===== src/rtl/alu_op_sequencer.sv =====
// Three-state request/response sequencer around an external LEGv8 ALU.
// It decodes the opcode into an ALU control code, launches the operands and captures the result and flags.
module alu_op_sequencer #(
    parameter int n = 64
) (
    input  logic         CLK,
    input  logic         Reset,
    input  logic         ReqValid,
    output logic         ReqReady,
    input  logic [10:0]  Opcode,
    input  logic [n-1:0] OpA,
    input  logic [n-1:0] OpB,
    output logic [n-1:0] BusA,
    output logic [n-1:0] BusB,
    output logic [3:0]   ALUCtrl,
    input  logic [n-1:0] BusW,
    input  logic         Zero,
    output logic         RspValid,
    input  logic         RspReady,
    output logic [n-1:0] Result,
    output logic         ZeroOut,
    output logic         Branch,
    output logic         IllegalOp,
    output logic [15:0]  OpCount
);

    typedef enum logic [1:0] {IDLE, EXEC, RESP} state_t;

    state_t     state;
    logic       isCbz;
    logic       isCbnz;

    logic [3:0] decCtrl;
    logic       decIllegal;
    logic       decCbz;
    logic       decCbnz;

    // CBZ/CBNZ only match on the top eight bits; the low three bits belong to the immediate.
    always_comb begin
        decCtrl    = 4'b0111;
        decIllegal = 1'b0;
        decCbz     = 1'b0;
        decCbnz    = 1'b0;
        if (Opcode[10:3] == 8'b10110100) begin
            decCbz = 1'b1;
        end else if (Opcode[10:3] == 8'b10110101) begin
            decCbnz = 1'b1;
        end else begin
            case (Opcode)
                11'b10001011000: decCtrl = 4'b0010;
                11'b11001011000: decCtrl = 4'b0110;
                11'b10001010000: decCtrl = 4'b0000;
                11'b10101010000: decCtrl = 4'b0001;
                11'b11111000010: decCtrl = 4'b0010;
                11'b11111000000: decCtrl = 4'b0010;
                default:         decIllegal = 1'b1;
            endcase
        end
    end

    always_ff @(posedge CLK) begin
        if (Reset) begin
            state     <= IDLE;
            BusA      <= '0;
            BusB      <= '0;
            ALUCtrl   <= '0;
            Result    <= '0;
            ZeroOut   <= 1'b0;
            Branch    <= 1'b0;
            IllegalOp <= 1'b0;
            OpCount   <= '0;
            isCbz     <= 1'b0;
            isCbnz    <= 1'b0;
        end else begin
            case (state)
                IDLE: begin
                    if (ReqValid) begin
                        BusA      <= OpA;
                        BusB      <= OpB;
                        ALUCtrl   <= decCtrl;
                        IllegalOp <= decIllegal;
                        isCbz     <= decCbz;
                        isCbnz    <= decCbnz;
                        // Illegal opcodes never visit EXEC, so their response fields are forced here.
                        if (decIllegal) begin
                            Result  <= '0;
                            ZeroOut <= 1'b0;
                            Branch  <= 1'b0;
                            state   <= RESP;
                        end else begin
                            state   <= EXEC;
                        end
                    end
                end
                EXEC: begin
                    Result  <= BusW;
                    ZeroOut <= Zero;
                    Branch  <= (isCbz & Zero) | (isCbnz & ~Zero);
                    state   <= RESP;
                end
                RESP: begin
                    if (RspReady) begin
                        OpCount <= OpCount + 16'd1;
                        state   <= IDLE;
                    end
                end
                default: state <= IDLE;
            endcase
        end
    end

    assign ReqReady = (state == IDLE);
    assign RspValid = (state == RESP);

endmodule


===== config.mk =====
export PLATFORM = sky130hd
export DESIGN_NAME = alu_op_sequencer
export DESIGN_NICKNAME = d
export VERILOG_FILES = /design/src/rtl/alu_op_sequencer.sv
export SDC_FILE = /design/constraint.sdc
export NUM_CORES = 1
export LEC_CHECK = 0
export BUFFER_PORTS_ARGS = -buffer_cell sky130_fd_sc_hd__buf_2
export CAP_MARGIN = 20
export CORE_AREA = 3 3 166 168
export CTS_CLUSTER_DIAMETER = 30
export DETAILED_ROUTE_END_ITERATION = 10
export DIE_AREA = 0 0 169 171
export GPL_TIMING_DRIVEN = 0
export PLACE_DENSITY = 0.71
export SLEW_MARGIN = 15
export SYNTH_ARGS = -nofsm -noshare
export SYNTH_HDL_FRONTEND = slang
export SYNTH_SLANG_ARGS = --single-unit

===== constraint.sdc =====
create_clock -name CLK -period 3.4 [get_ports CLK]
set_input_delay 0.51 -clock CLK [delete_from_list [all_inputs] [get_ports CLK]]
set_output_delay 0.51 -clock CLK [all_outputs]
set_load 0.03 [all_outputs]

==> results by group, run 1 <==
Synthesis
  – Synth warn: 0
  – EDFF count, synth: 0
  – Top post-synthesis cells by count: nand2_1, dfxtp_1, a21oi_1
  – Most common cell in the netlist: nand2_1
  – Post-synth ARST share: 0
  – Top_reg_cell synth: dfxtp_1
  – Compound-Gate Fraction of Synth Area: 0.1837
  – Post-synthesis mux area share: 0.004957
  – Cells after Synth: 992
  – Number of distinct library cells after synthesis: 47
  – Post-Synth Adder-Cell Area: 0.001458
  – Top post-synthesis cells by area: dfxtp_1, nand2_1, a21oi_1
  – Sequential share of the synthesized area: 0.5085
  – Post-synthesis simple-gate area fraction: 0.2177
  – Synthesized cell area: 8582 sq um
  – Mean Syn Cell Area: 8.651 sq um
  – Post-synth top area share: 0.5085
  – Cell type with the largest total area after synthesis: dfxtp_1
  – Syn Nets: 1201
  – Largest family of logic cells by synthesized area: simple AND/OR/NAND/NOR gates
  – Synth Area in XOR/XNOR: 0.01021
  – Synthesized flop and latch total: 218

Detailed routing
  – Vias per cell: 4.854
  – DR pass1 iterations: 5
  – Drt total wl: 32.16 mm
  – Residual DRC: 0
  – Detailed-route wire length per cell: 17.40 microns
  – Antenna viol nets, final: 0
  – DRT iter0 DRCs: 616
  – Vias: 8970

Clock tree
  – Post-CTS Resized: 0
  – Root Buffer: clkbuf_16
  – TritonCTS clock tree: built
  – Clock slew seen by the registers of the worst setup and hold paths: 0.05 ns
  – H-tree levels: 2
  – CTS buffer count: 53
  – Clock tree buffer depth: 3
  – # Post-CTS Setup Buffers: 0
  – Clock Latency Late Sink: 0.54 ns
  – Clk sink count: 218
  – CTS Hold Bufs: 0

Timing
  – Max Freq: 0.4474 GHz
  – RSZ-0062 raised after global routing: no
  – Slew Viols, Final: 0
  – Max_slew headroom: 0.4315
  – Period utilization: 0.6573
  – Final Hold Fails: 0
  – Final setup fails: 0
  – Measured slew at the worst slew-check pin: 0.8496 ns
  – Setup_tns: 0 ns
  – Min Clock Period, post-route: 2.235 ns
  – Layout Skew: 0.01428 ns

Setup path
  – Element type at the critical path start: register
  – Worst flop-to-flop path startpoint: state[1]
  – R2R cell count: 6
  – R2r endpoint: Result[62]
  – Critical Path AT: 2.67 ns
  – Critical path peak fanout: 10
  – Reg2reg setup slack: 1.17 ns
  – CP Data Required Time: 3.84 ns
  – Worst Setup End Kind: register
  – Crit Path Class: register to register

Placement
  – Port buffer count: 422
  – DP HPWL: 23.86 mm
  – GPL Wtd Cong: 0.8842

Finish
  – Area delta synth->final: 51.52%
  – Layout cells sized above 1: 0.3774
  – FILL cells: 2449
  – Antenna cell count: 0
  – Reg area: 4364 sq um
  – Multi-input logic area: 3591 sq um
  – Fin nets: 1678

Floorplanning
  – Row cnt: 59
  – Starting Density: 0.3293
  – Die Area: 28900 sq um
  – Horiz. Die Dim: 169 microns
  – Die Y: 171 microns
  – # IOs: 425
  – Core ar.: 26060 sq um

Power and ir drop
  – Peak VDD IR: 0.6930 mV
  – Static leakage: 0.006083 uW
  – Power Dens Cells: 677.4 nW/um^2
  – Final Power: 8808 uW

Min path
  – Worst hold path startpoint: OpA[31]
  – Hold EP: BusA[31]
  – Worst Hold Path Cells: 3
  – HP Class: input port to register

Global route
  – Vias in the first global route: 8931
  – First-pass GRT wire length: 48.09 mm
  – Total GRT Usage: 0.2076
  – Largest net degree at the start of global routing: 15
  – Initial antenna violation count: 4
  – GRT overflow: 0

Flow run
  – Count of max-cap constraint violations: 0

Status
  – Status: completed
stage by stage:
stage	area, sq um	instances	worst slack [ns]	hold slack (ns)	util
after global routing	13000	1848	0.9126	0.1901	0.4990
after detailed placement	11110	1749	0.7941	0.4430	0.4265
final	13000	1848	1.165	0.2091	0.4990
after floorplan	8582	992	1.628	0.4312	-
after CTS	13000	1848	1.041	0.1794	0.4990
after global placement	11110	1749	0.8042	0.4390	0.4265
cell usage in the layout (no fill, tap or decap), types with 3 or more instances in the layout:
| cell | netlist | layout |
|---|---|---|
| clkinv_4 | 0 | 6 |
| xor2_1 | 6 | 6 |
| nand3_1 | 9 | 9 |
| buf_2 | 18 | 440 |
| a211oi_1 | 3 | 3 |
| nor2_1 | 18 | 18 |
| clkbuf_16 | 0 | 54 |
| and3_1 | 3 | 3 |
| o32ai_1 | 36 | 36 |
| bufinv_16 | 0 | 8 |
| clkinvlp_4 | 0 | 6 |
| clkinv_2 | 0 | 7 |
| a21oi_1 | 134 | 134 |
| nor2b_1 | 3 | 3 |
| nand3b_1 | 66 | 66 |
| inv_1 | 68 | 68 |
| xnor2_1 | 4 | 4 |
| dfxtp_1 | 218 | 218 |
| clkbuf_8 | 0 | 7 |
| o32ai_2 | 30 | 30 |
| nand2_1 | 264 | 264 |
| nand4_1 | 6 | 6 |
| nor3_1 | 4 | 4 |
| nand2b_1 | 4 | 4 |
| clkbuf_1 | 60 | 69 |
| buf_6 | 4 | 4 |
cell families after synthesis:
logic type | Yosys count
buf+inv | 152
compound gates | 212
mux | 4
simple gates | 394
xor+xnor | 10
flops | 218
other cells | 1
fa+ha+maj | 1
sequential cells by signal, summed over array words and instances, names as in the netlist, 2 cells and up:
name     cells
Result      64
state        2
ALUCtrl      3
BusB        64
OpCount     16
BusA        64
layer usage:
layer  part of all wire  global-route usage  wire length, microns  vias to the layer above
li1                   -                   -                     -                     4331
met1               0.39              0.2409                 12600                     4181
met2               0.49              0.3657                 15860                      377
met3              0.086             0.06238                  2775                       73
met5             0.0015                   0                    48                        -
met4              0.027             0.07198                   878                        8
report_power, final:
group | switching [uW] | internal (uW) | total [uW]
Clock | 1590 | 3660 | 5250
Sequential | 53.0 | 2660 | 2720
Combinational | 565 | 275 | 840
Total | 2210 | 6600 | 8810
worst max-delay path by stage:
stage                   start    endpoint  slack [ns]
finish               state[1]  Result[62]        1.17
CTS                  state[1]       isCbz        1.04
global route         state[1]       isCbz        0.91
global placement        Reset    state[1]        0.80
detailed placement      Reset    state[1]        0.79
floorplan           Opcode[5]  Result[33]        1.63
critical path, stage by stage (launching register included):
cell and delay, ns:
dfxtp_1 0.40, nand2b_1 0.13, buf_2 0.22, clkbuf_1 0.50, clkbuf_1 0.54, nand3b_1 0.18, o32ai_2 0.15
area by class of cell:
| type | count | share of cell area |
|---|---|---|
| inverter | 68 | 0.01963 |
| tap | 335 | 0.03223 |
| sequential | 218 | 0.3356 |
| timing repair buffer | 422 | 0.1624 |
| clock inverter | 29 | 0.03146 |
| buffer | 84 | 0.02858 |
| clock buffer | 70 | 0.1139 |
| multi-input combinational | 622 | 0.2761 |
No activity file was read; power rests on OpenSTA's default activity.
==> inputs of run 2 (changes only) <==
Settings changed: CORE_AREA 3 3 166 168 to 3 3 165 167, DIE_AREA 0 0 169 171 to 0 0 168 170, PLACE_DENSITY 0.71 to 0.74.
Clock period 3.4 ns to 1.9 ns, I/O delays scaled along.
==> run 2 against run 1 <==
Effect of this change: clock skew fell by 0.0017 ns; sequential cell count unchanged; largest power group unchanged; design area is 6.9% higher.
==> results by group, run 2 (synthesis gave the netlist of run 1 again) <==
Status
  – Status: completed

Placement
  – Port buffer count: 422 (unchanged)
  – DP HPWL: 23.15 mm (-3.0%)
  – Dpl ws: -0.5501 ns (-1.344 ns)
  – GPL Wtd Cong: 0.8954 (+1.3%)

Timing
  – Measured slew at the worst slew-check pin: 0.7098 ns (-0.1398 ns)
  – Final Hold Fails: 0 (unchanged)
  – Max_slew headroom: 0.5268 (+0.09529)
  – Period utilization: 0.9562
  – RSZ-0062 raised after global routing: no
  – Min Clock Period, post-route: 1.817 ns
  – Max Freq: 0.5504 GHz
  – Final Worst Setup Slack: 0.08314 ns (-1.082 ns)
  – Layout Skew: 0.01255 ns (-0.001736 ns)
  – Final setup fails: 0 (unchanged)
  – Setup_tns: 0 ns (unchanged)
  – Slew Viols, Final: 0 (unchanged)

Floorplanning
  – Starting Density: 0.3312 (+0.001877)
  – Die Y: 170 microns (-0.58%)
  – Row cnt: 59 (unchanged)
  – Die Area: 28560 sq um (-1.2%)
  – # IOs: 425 (unchanged)
  – Core ar.: 25910 sq um (-0.57%)
  – Horiz. Die Dim: 168 microns (-0.59%)

Setup path
  – Critical Path AT: 1.53 ns (-1.14 ns)
  – Worst flop-to-flop path startpoint: state[1]
  – Critical path peak fanout: 6 (-4)
  – Crit Path Class: register to primary output
  – CP Data Required Time: 1.62 ns (-2.22 ns)
  – R2R cell count: 7 (+1)
  – Largest stage delay on the critical path: 0.46 ns (-0.08 ns)
  – Reg2reg setup slack: 0.09 ns (-1.08 ns)
  – Worst Setup End Kind: primary output
  – CP Cell Sequence: nor2b_2 > buf_2
  – R2r endpoint: BusB[33]
  – Slowest-stage cell, CP: dfxtp_1
  – Element type at the critical path start: register

Finish
  – Layout cells sized above 1: 0.3593 (-0.01807)
  – Largest regs: BusA: 64 flops, BusB: 64 flops, Result: 64 flops
  – Area delta synth->final: 62.03%
  – Commonest cells after routing, fill and taps aside: buf_2, nand2_1, dfxtp_1, a21oi_1, dlygate4sd3_1
  – FILL cells: 2223 (-9.2%)
  – Fin nets: 1775 (+5.8%)
  – Reg area: 4364 sq um (unchanged)
  – Commonest non-fill, non-tap cell in the layout: buf_2
  – Multi-input logic area: 3612 sq um (+0.59%)

Detailed routing
  – Residual DRC: 0 (unchanged)
  – Detailed-route wire length per cell: 17.84 microns (+2.5%)
  – DR pass1 iterations: 5 (unchanged)
  – Total length of routed met2 wires: 16.93 mm (+6.7%)
  – Vias per cell: 5.007 (+3.2%)
  – Drt total wl: 34.60 mm (+7.6%)
  – DRT iter0 DRCs: 595 (-3.4%)
  – Antenna viol nets, final: 0 (unchanged)
  – Vias: 9714 (+8.3%)
  – M1 wire length: 13.04 mm (+3.5%)
  – Met3 WL: 3.246 mm (+17%)
  – Top sig layer: met4

Power and ir drop
  – Static leakage: 0.006473 uW (+6.4%)
  – Peak VDD IR: 0.8967 mV (+29%)
  – Power Dens Cells: 1090 nW/um^2 (+61%)
  – Final Power: 15160 uW (+72%)

Min path
  – HP Class: input port to register
  – Worst Hold Path Cells: 3 (unchanged)
  – Hold EP: BusB[61]
  – Worst hold path startpoint: OpB[61]

Global route
  – Initial antenna violation count: 2 (-2)
  – Largest net degree at the start of global routing: 17 (+2)
  – Vias in the first global route: 9895 (+11%)
  – Total GRT Usage: 0.2256 (+0.01798)
  – First-pass GRT wire length: 52.49 mm (+9.1%)
  – GRT overflow: 0 (unchanged)

Clock tree
  – Root Buffer: clkbuf_16
  – Clock slew seen by the registers of the worst setup and hold paths: 0.05 ns (about the same)
  – H-tree levels: 2 (unchanged)
  – CTS buffer count: 45 (-15%)
  – Clock tree buffer depth: 3 (unchanged)
  – Clock Latency Late Sink: 0.53 ns (about the same)
  – Clk sink count: 218 (unchanged)
  – TritonCTS clock tree: built

Flow run
  – Count of max-cap constraint violations: 0 (unchanged)
run 2: final cells by class:
class,instances,share of cell area
multi-input cells,622,0.2598
inverters,68,0.01836
diodes,2,0.0003599
clock buffers,53,0.08818
flip-flops and latches,218,0.3138
plain buffers,82,0.02780
well taps,335,0.03014
repair buffers,529,0.2296
clock inverters,31,0.03194
run 2: where the power goes:
| group | total [uW] | internal [uW] | switching [uW] |
|---|---|---|---|
| logic | 1720 | 648 | 1080 |
| registers | 4870 | 4760 | 108 |
| clock network | 8560 | 5870 | 2690 |
| total | 15200 | 11300 | 3880 |
run 2: worst max-delay path, delay by kind of cell, from the launching register on:
family | cells | cell delay (ns)
buf+inv | 1 | 0.24
simple gates | 1 | 0.31
flops | 1 | 0.46
run 2: stage by stage:
stage	utilization	hold slack (ns)	cell area, sq um	instances
floorplan	-	0.4210	8582	992
global placement	0.4289	0.4386	11110	1749
detailed placement	0.4289	0.4430	11110	1749
CTS	0.5343	0.0005319	13840	1936
global route	0.5366	0.006834	13900	1939
finish	0.5367	0.01332	13910	1940
run 2: worst max path at each step:
stage	from	to	slack, ns	cells past startpoint
2_1_floorplan	OpCount[2]	OpCount[13]	0.21	4
3_3_place_gp	Reset	state[1]	-0.54	4
3_5_place_dp	Reset	state[1]	-0.55	4
4_1_cts	state[1]	BusB[62]	-0.006	6
5_1_grt	state[1]	Result[16]	0.0008	5
6_report	state[1]	RspValid	0.08	2
run 2: timing repair:
action                                  4_1_cts  5_1_grt
hold endpoints to repair                    105        1
gates resized for setup                       9       12
buffers inserted                              0        1
hold buffers                                105        1
pin swaps                                     0        1
endpoints found under the setup margin      192       60
run 2: layer usage:
metal	GRT usage	vias up
li1	-	4539
met1	0.2579	4520
met2	0.3875	553
met3	0.06852	102
met4	0.1060	0
met5	0	-
